==> src/rtl/interrupt_arbiter_pkg.sv <==
// Shared types for the interrupt arbiter: FSM state encodings and default sizing.
package interrupt_arbiter_pkg;

    localparam int INT_N_SRC_DEFAULT = 8;
    localparam int INT_ID_W_DEFAULT  = 3;

    typedef enum logic [1:0] {
        INT_ST_IDLE    = 2'd0,
        INT_ST_ASSERT  = 2'd1,
        INT_ST_SERVICE = 2'd2
    } int_state_e;

endpackage

==> src/rtl/interrupt_arbiter_prio_enc.sv <==
// Combinational priority encoder for the interrupt arbiter; the lowest set index wins.
module int_priority_encoder
    import interrupt_arbiter_pkg::*;
#(
    parameter int N_SRC = INT_N_SRC_DEFAULT,
    parameter int ID_W  = INT_ID_W_DEFAULT
) (
    input  logic [N_SRC-1:0] req,
    output logic [ID_W-1:0]  id,
    output logic             valid
);

    // Scan downward so the last match, the lowest index, is the one kept.
    always_comb begin
        id    = '0;
        valid = 1'b0;
        for (int i = N_SRC - 1; i >= 0; i--) begin
            if (req[i]) begin
                id    = ID_W'(i);
                valid = 1'b1;
            end
        end
    end

endmodule

==> src/rtl/interrupt_arbiter.sv <==
// PicoBlaze interrupt arbiter: pending latch, enable mask, priority select, request/ack/done sequencing.
// Define INTERRUPT_ARBITER_EDGE_EN for rising-edge source detection; the default build is level-sensitive.
//
// state          | meaning
// INT_ST_IDLE    | no request out; waits for any enabled pending source
// INT_ST_ASSERT  | int_out high, int_id frozen; waits for interrupt_ack
// INT_ST_SERVICE | ISR running; new events still latch; waits for int_done
module interrupt_arbiter
    import interrupt_arbiter_pkg::*;
#(
    parameter int N_SRC = INT_N_SRC_DEFAULT,
    parameter int ID_W  = INT_ID_W_DEFAULT
) (
    input  logic             clk,
    input  logic             reset,
    input  logic [N_SRC-1:0] int_config_port,
    input  logic [N_SRC-1:0] int_flags,
    input  logic [N_SRC-1:0] int_clear_port,
    input  logic             int_clear_strobe,
    input  logic             int_done,
    input  logic             interrupt_ack,
    output logic             int_out,
    output logic [ID_W-1:0]  int_id,
    output logic [N_SRC-1:0] int_pending,
    output logic             int_busy
);

    int_state_e       state_q, state_d;
    logic [N_SRC-1:0] pending_q, pending_d;
    logic [ID_W-1:0]  int_id_q, int_id_d;
    logic             int_out_q, int_out_d;

    logic [N_SRC-1:0] set_ev;
    logic [N_SRC-1:0] clr_mask;
    logic [N_SRC-1:0] ack_mask;
    logic [N_SRC-1:0] requests;
    logic [ID_W-1:0]  win_id;
    logic             win_valid;
    logic             ack_take;

`ifdef INTERRUPT_ARBITER_EDGE_EN
    logic [N_SRC-1:0] hist_q, hist_d;

    assign hist_d = int_flags;
    assign set_ev = int_flags & ~hist_q;

    always_ff @(posedge clk) begin
        if (reset) begin
            hist_q <= '0;
        end else begin
            hist_q <= hist_d;
        end
    end
`else
    assign set_ev = int_flags;
`endif

    assign requests = pending_q & int_config_port;

    int_priority_encoder #(
        .N_SRC (N_SRC),
        .ID_W  (ID_W)
    ) u_prio (
        .req   (requests),
        .id    (win_id),
        .valid (win_valid)
    );

    always_comb begin
        ack_mask = '0;
        for (int i = 0; i < N_SRC; i++) begin
            ack_mask[i] = (int_id_q == ID_W'(i));
        end
    end

    always_comb begin
        state_d  = state_q;
        int_id_d = int_id_q;
        ack_take = 1'b0;
        case (state_q)
            INT_ST_IDLE: begin
                if (win_valid) begin
                    state_d  = INT_ST_ASSERT;
                    int_id_d = win_id;
                end
            end
            INT_ST_ASSERT: begin
                if (interrupt_ack) begin
                    ack_take = 1'b1;
                    state_d  = INT_ST_SERVICE;
                end
            end
            INT_ST_SERVICE: begin
                if (int_done) begin
                    state_d = INT_ST_IDLE;
                end
            end
            default: state_d = INT_ST_IDLE;
        endcase
        int_out_d = (state_d == INT_ST_ASSERT);
    end

    // A same-cycle set event overrides either clear source.
    always_comb begin
        clr_mask = '0;
        if (ack_take) begin
            clr_mask = clr_mask | ack_mask;
        end
        if (int_clear_strobe) begin
            clr_mask = clr_mask | int_clear_port;
        end
        pending_d = (pending_q & ~clr_mask) | set_ev;
    end

    always_ff @(posedge clk) begin
        if (reset) begin
            state_q   <= INT_ST_IDLE;
            pending_q <= '0;
            int_id_q  <= '0;
            int_out_q <= 1'b0;
        end else begin
            state_q   <= state_d;
            pending_q <= pending_d;
            int_id_q  <= int_id_d;
            int_out_q <= int_out_d;
        end
    end

    assign int_out     = int_out_q;
    assign int_id      = int_id_q;
    assign int_pending = pending_q;
    assign int_busy    = (state_q != INT_ST_IDLE);

endmodule

==> config.mk <==
export PLATFORM = sky130hd
export DESIGN_NAME = interrupt_arbiter
export DESIGN_NICKNAME = d
export VERILOG_FILES = /design/src/rtl/interrupt_arbiter_pkg.sv /design/src/rtl/interrupt_arbiter_prio_enc.sv /design/src/rtl/interrupt_arbiter.sv
export SDC_FILE = /design/constraint.sdc
export NUM_CORES = 1
export LEC_CHECK = 0
export BUFFER_PORTS_ARGS = -buffer_cell sky130_fd_sc_hd__clkbuf_2
export CAP_MARGIN = 20
export CORE_MARGIN = 10
export CORE_UTILIZATION = 40
export DETAILED_ROUTE_END_ITERATION = 10
export PLACE_DENSITY = 0.76
export SYNTH_ARGS = -nofsm -noshare
export SYNTH_HDL_FRONTEND = slang
export SYNTH_SLANG_ARGS = --single-unit
==> constraint.sdc <==
create_clock -name clk -period 2.55 [get_ports clk]
set_input_delay 0.51 -clock clk [delete_from_list [all_inputs] [get_ports clk]]
set_output_delay 0.51 -clock clk [all_outputs]
set_load 0.01 [all_outputs]
==> results by group <==
Logic synthesis
  – Area contributors post-synth: dfxtp_1 (40%), nand2_1 (7.5%), a31oi_1 (7.2%)
  – Complex-gate fraction of the synthesized area: 0.275
  – Post-synthesis register bit count: 14
  – Post-Syn Nets: 114
  – Mapped Cells: 85
  – Post-synthesis simple-gate area fraction: 0.289
  – Leading area contributor after synthesis: dfxtp_1
  – Main combinational cell family by area after synthesis: simple AND/OR/NAND/NOR gates
  – Synth Cell Area: approximately 700 um2
  – Proportion of synthesized area in mux cells: 0
  – Ys Warns: 0
  – Xor-xnor portion of the synthesized cell area: 0
  – Mapped Avg Cell Area: roughly 8.2 um2
  – Share of the yosys chip area belonging to registers: 0.402
  – Synth top area share: 0.402
  – Cell variety after synth: 25
  – Adder-Cell Fraction of Synth Area: 0

Final layout
  – Syn-to-layout area delta: 35.9%
  – N_diodes: 0
  – Layout cell share with drive strength beyond 1: 0.398
  – Final Core Density: 0.561
  – Total Nets Final: 158
  – Layout Cells excl Fill: between 100 and 150
  – FILL cells: between 150 and 200

Clocking
  – Worst skew pair latency: between 0.2 and 0.3 ns
  – H-tree depth: 1
  – CTS buffer count: 3
  – CTS tree: done
  – Worst-path clk slew: around 0.09 ns
  – Clock sink count: 14
  – Post-CTS sizing: 0
  – Root Buffer: clkbuf_4
  – Max Root-Sink Buffers: 2
  – CTS Hold Buffers Added: 0
  – Post-CTS Setup Inserts: 0

Worst setup path
  – Crit path largest cell delay: between 0.4 and 0.5 ns
  – Crit path required time: about 2 ns
  – Critical path, cell by cell: nor2_1 > inv_1 > clkbuf_2
  – Worst path slowest cell: dfxtp_1
  – Startpoint types: flip-flop
  – Critical Path Sink: int_busy
  – Reg2Reg Setup Slack: between 1 and 1.5 ns
  – Worst reg2reg startpoint: state_q[0]
  – Critical Path Sink Type: output pin
  – Crit-path max FO: 8
  – Critical path launch point: state_q[0]
  – Worst R2R Path Depth: 4
  – Critical R2R Capture: int_pending[5]
  – Crit path kind: flip-flop to output pin
  – WP data arrival: 1.17 ns

STA
  – Worst-margin pin slew: ~0.38 ns
  – Period Utilization, post-route: 0.661
  – Minimum clock period: approximately 1.7 ns
  – Max_slew headroom: 0.742
  – Max Slew Vio Count: 0
  – Fmax: 594 MHz
  – Final setup violation count: 0
  – RSZ-0062 raised after global routing: false
  – Hold Vio Cnt, Final: 0
  – Fin Setup TNS: 0 ns
  – Skew final: between 0.003 and 0.004 ns

Placed design
  – Port bufs: slightly above 40
  – Dpl cells: between 100 and 150
  – Placer's final routability congestion estimate: around 0.87
  – Final HPWL DP: roughly 1800 um

Global routing
  – Vias in the first global route: just under 800
  – GRT Total Usage: 0.115
  – First-pass GRT wire length: 3370 um
  – Total gr overflow: 0
  – Initial antenna violation count: 0
  – Largest net degree at the start of global routing: 16

Drt
  – Iteration-0 DRC Markers: 28
  – Vias per cell: between 5 and 6
  – 1st-pass router iterations: 4
  – Final wirelength: 2210 um
  – Avg WL per Cell: roughly 15 um
  – # DRC: 0
  – Vias: 800
  – Routed Antenna Nets: 0

Pwr
  – Internal power: slightly below 400 uW
  – Seq pwr share: 0.480
  – Switching portion of total power: 0.305
  – Combinational power share: 0.227
  – P_leak: between 0.4 and 0.5 nW
  – Power Total: 554 uW
  – Pwr/cell area: ~600 mW/mm2
  – Clock power frac: 0.293
  – P_sw: about 170 uW
  – VDD IR max: roughly 0.3 mV

Floorplanning
  – Initial core utilization: 0.413
  – DIE HEIGHT: slightly above 60 um
  – Die Wd: about 62 um
  – Core Box Area: approximately 0.0017 mm2
  – Core Rows: 15
  – # IOs: 42
  – Die ar.: between 0.003 and 0.004 mm2

Job
  – Max-cap violations: 0

Status
  – Status: completed

Min path
  – Class of the worst hold path: input port to flip-flop
==> power groups by stage <==
stage / Sequential, mW / Clock, mW / Combinational [mW]
6_report: 0.266 / 0.162 / 0.126
5_1_grt: 0.271 / 0.171 / 0.139
4_1_cts: 0.265 / 0.161 / 0.126
3_5_place_dp: 0.271 / 0 / 0.126
3_3_place_gp: 0.270 / 0 / 0.124
2_1_floorplan: 0.273 / 0 / 0.0630
==> layout make-up <==
| type | instances | area [um2] | area share |
|---|---|---|---|
| Timing Repair Buffer | 41 | 205 | 0.217 |
| Inverter | 3 | 11.3 | 0.0119 |
| Sequential cell | 14 | 280 | 0.296 |
| Tap cell | 17 | 21.3 | 0.0225 |
| Clock buffer | 4 | 36.3 | 0.0383 |
| Multi-Input combinational cell | 66 | 393 | 0.415 |
==> worst min path at each step <==
stage,start,end,slack [ns],depth (start not counted)
after global routing,int_flags[0],int_pending[0],0.43,3
final,int_flags[1],int_pending[1],0.43,3
after global placement,state_q[1],state_q[0],0.52,1
after CTS,int_flags[0],int_pending[0],0.43,3
after detailed placement,int_id[2],int_id[2],0.53,2
after floorplan,state_q[1],int_out,0.48,1
==> cells by family (layout without fill, tap and decap cells) <==
logic type	count (synthesis)	after routing
AO/OA/AOI/OAI	26	26
AND/OR/NAND/NOR	40	40
buffers and inverters	5	48
flip-flops	14	14
==> cells in the mapped netlist <==
cell,n
nand3_1,2
nor3_1,2
or3_1,1
dfxtp_1,14
nor2_1,12
nand2_1,14
nand3b_1,3
a21oi_1,6
nand4_1,1
a32o_1,2
a2111oi_0,2
nand2b_1,2
a22oi_2,3
clkbuf_2,1
o211ai_1,1
a211oi_1,1
and4bb_2,1
nand4b_2,1
a22oi_1,1
a31oi_1,8
o21ai_1,1
inv_1,3
buf_4,1
a211o_1,1
or3b_2,1
==> registers in the layout, summed over array words and instances (netlist names) <==
name,count
state_q,2
int_pending,8
int_id,3
int_out,1
==> cell usage in the layout (no fill, tap or decap), drive strengths merged <==
cell type,instances
nand4,1
o21ai,1
nor2,12
a31oi,8
a21oi,6
a2111oi,2
nand3b,3
a211o,1
nand2b,2
a22oi,4
clkbuf,45
nor3,2
and4bb,1
inv,3
nand4b,1
or3b,1
nand3,2
a211oi,1
or3,1
a32o,2
dfxtp,14
nand2,14
o211ai,1
==> through the flow <==
| step | hold WS, ns | cell area (um2) | worst slack, ns |
|---|---|---|---|
| 2_1_floorplan | 0.480 | 697 | 1.26 |
| 3_3_place_gp | 0.522 | 911 | 1.12 |
| 3_5_place_dp | 0.534 | 911 | 1.06 |
| 4_1_cts | 0.432 | 947 | 0.878 |
| 5_1_grt | 0.431 | 947 | 0.778 |
| 6_report | 0.426 | 947 | 0.865 |
==> worst max-delay path: cells and delay by family, from the launching register on <==
kind | cells | cell delay (ns)
flip-flops | 1 | 0.46
buffers and inverters | 2 | 0.33
AND/OR/NAND/NOR | 1 | 0.11
==> metal layers <==
metal  part of all wire  vias up  GRT usage
met5                  0        -          0
met4              0.027        0     0.0732
met3              0.064        7     0.0224
met2               0.48       35      0.186
met1               0.43      356      0.137
li1                   -      402          -
(Power assumes the default switching activity.)
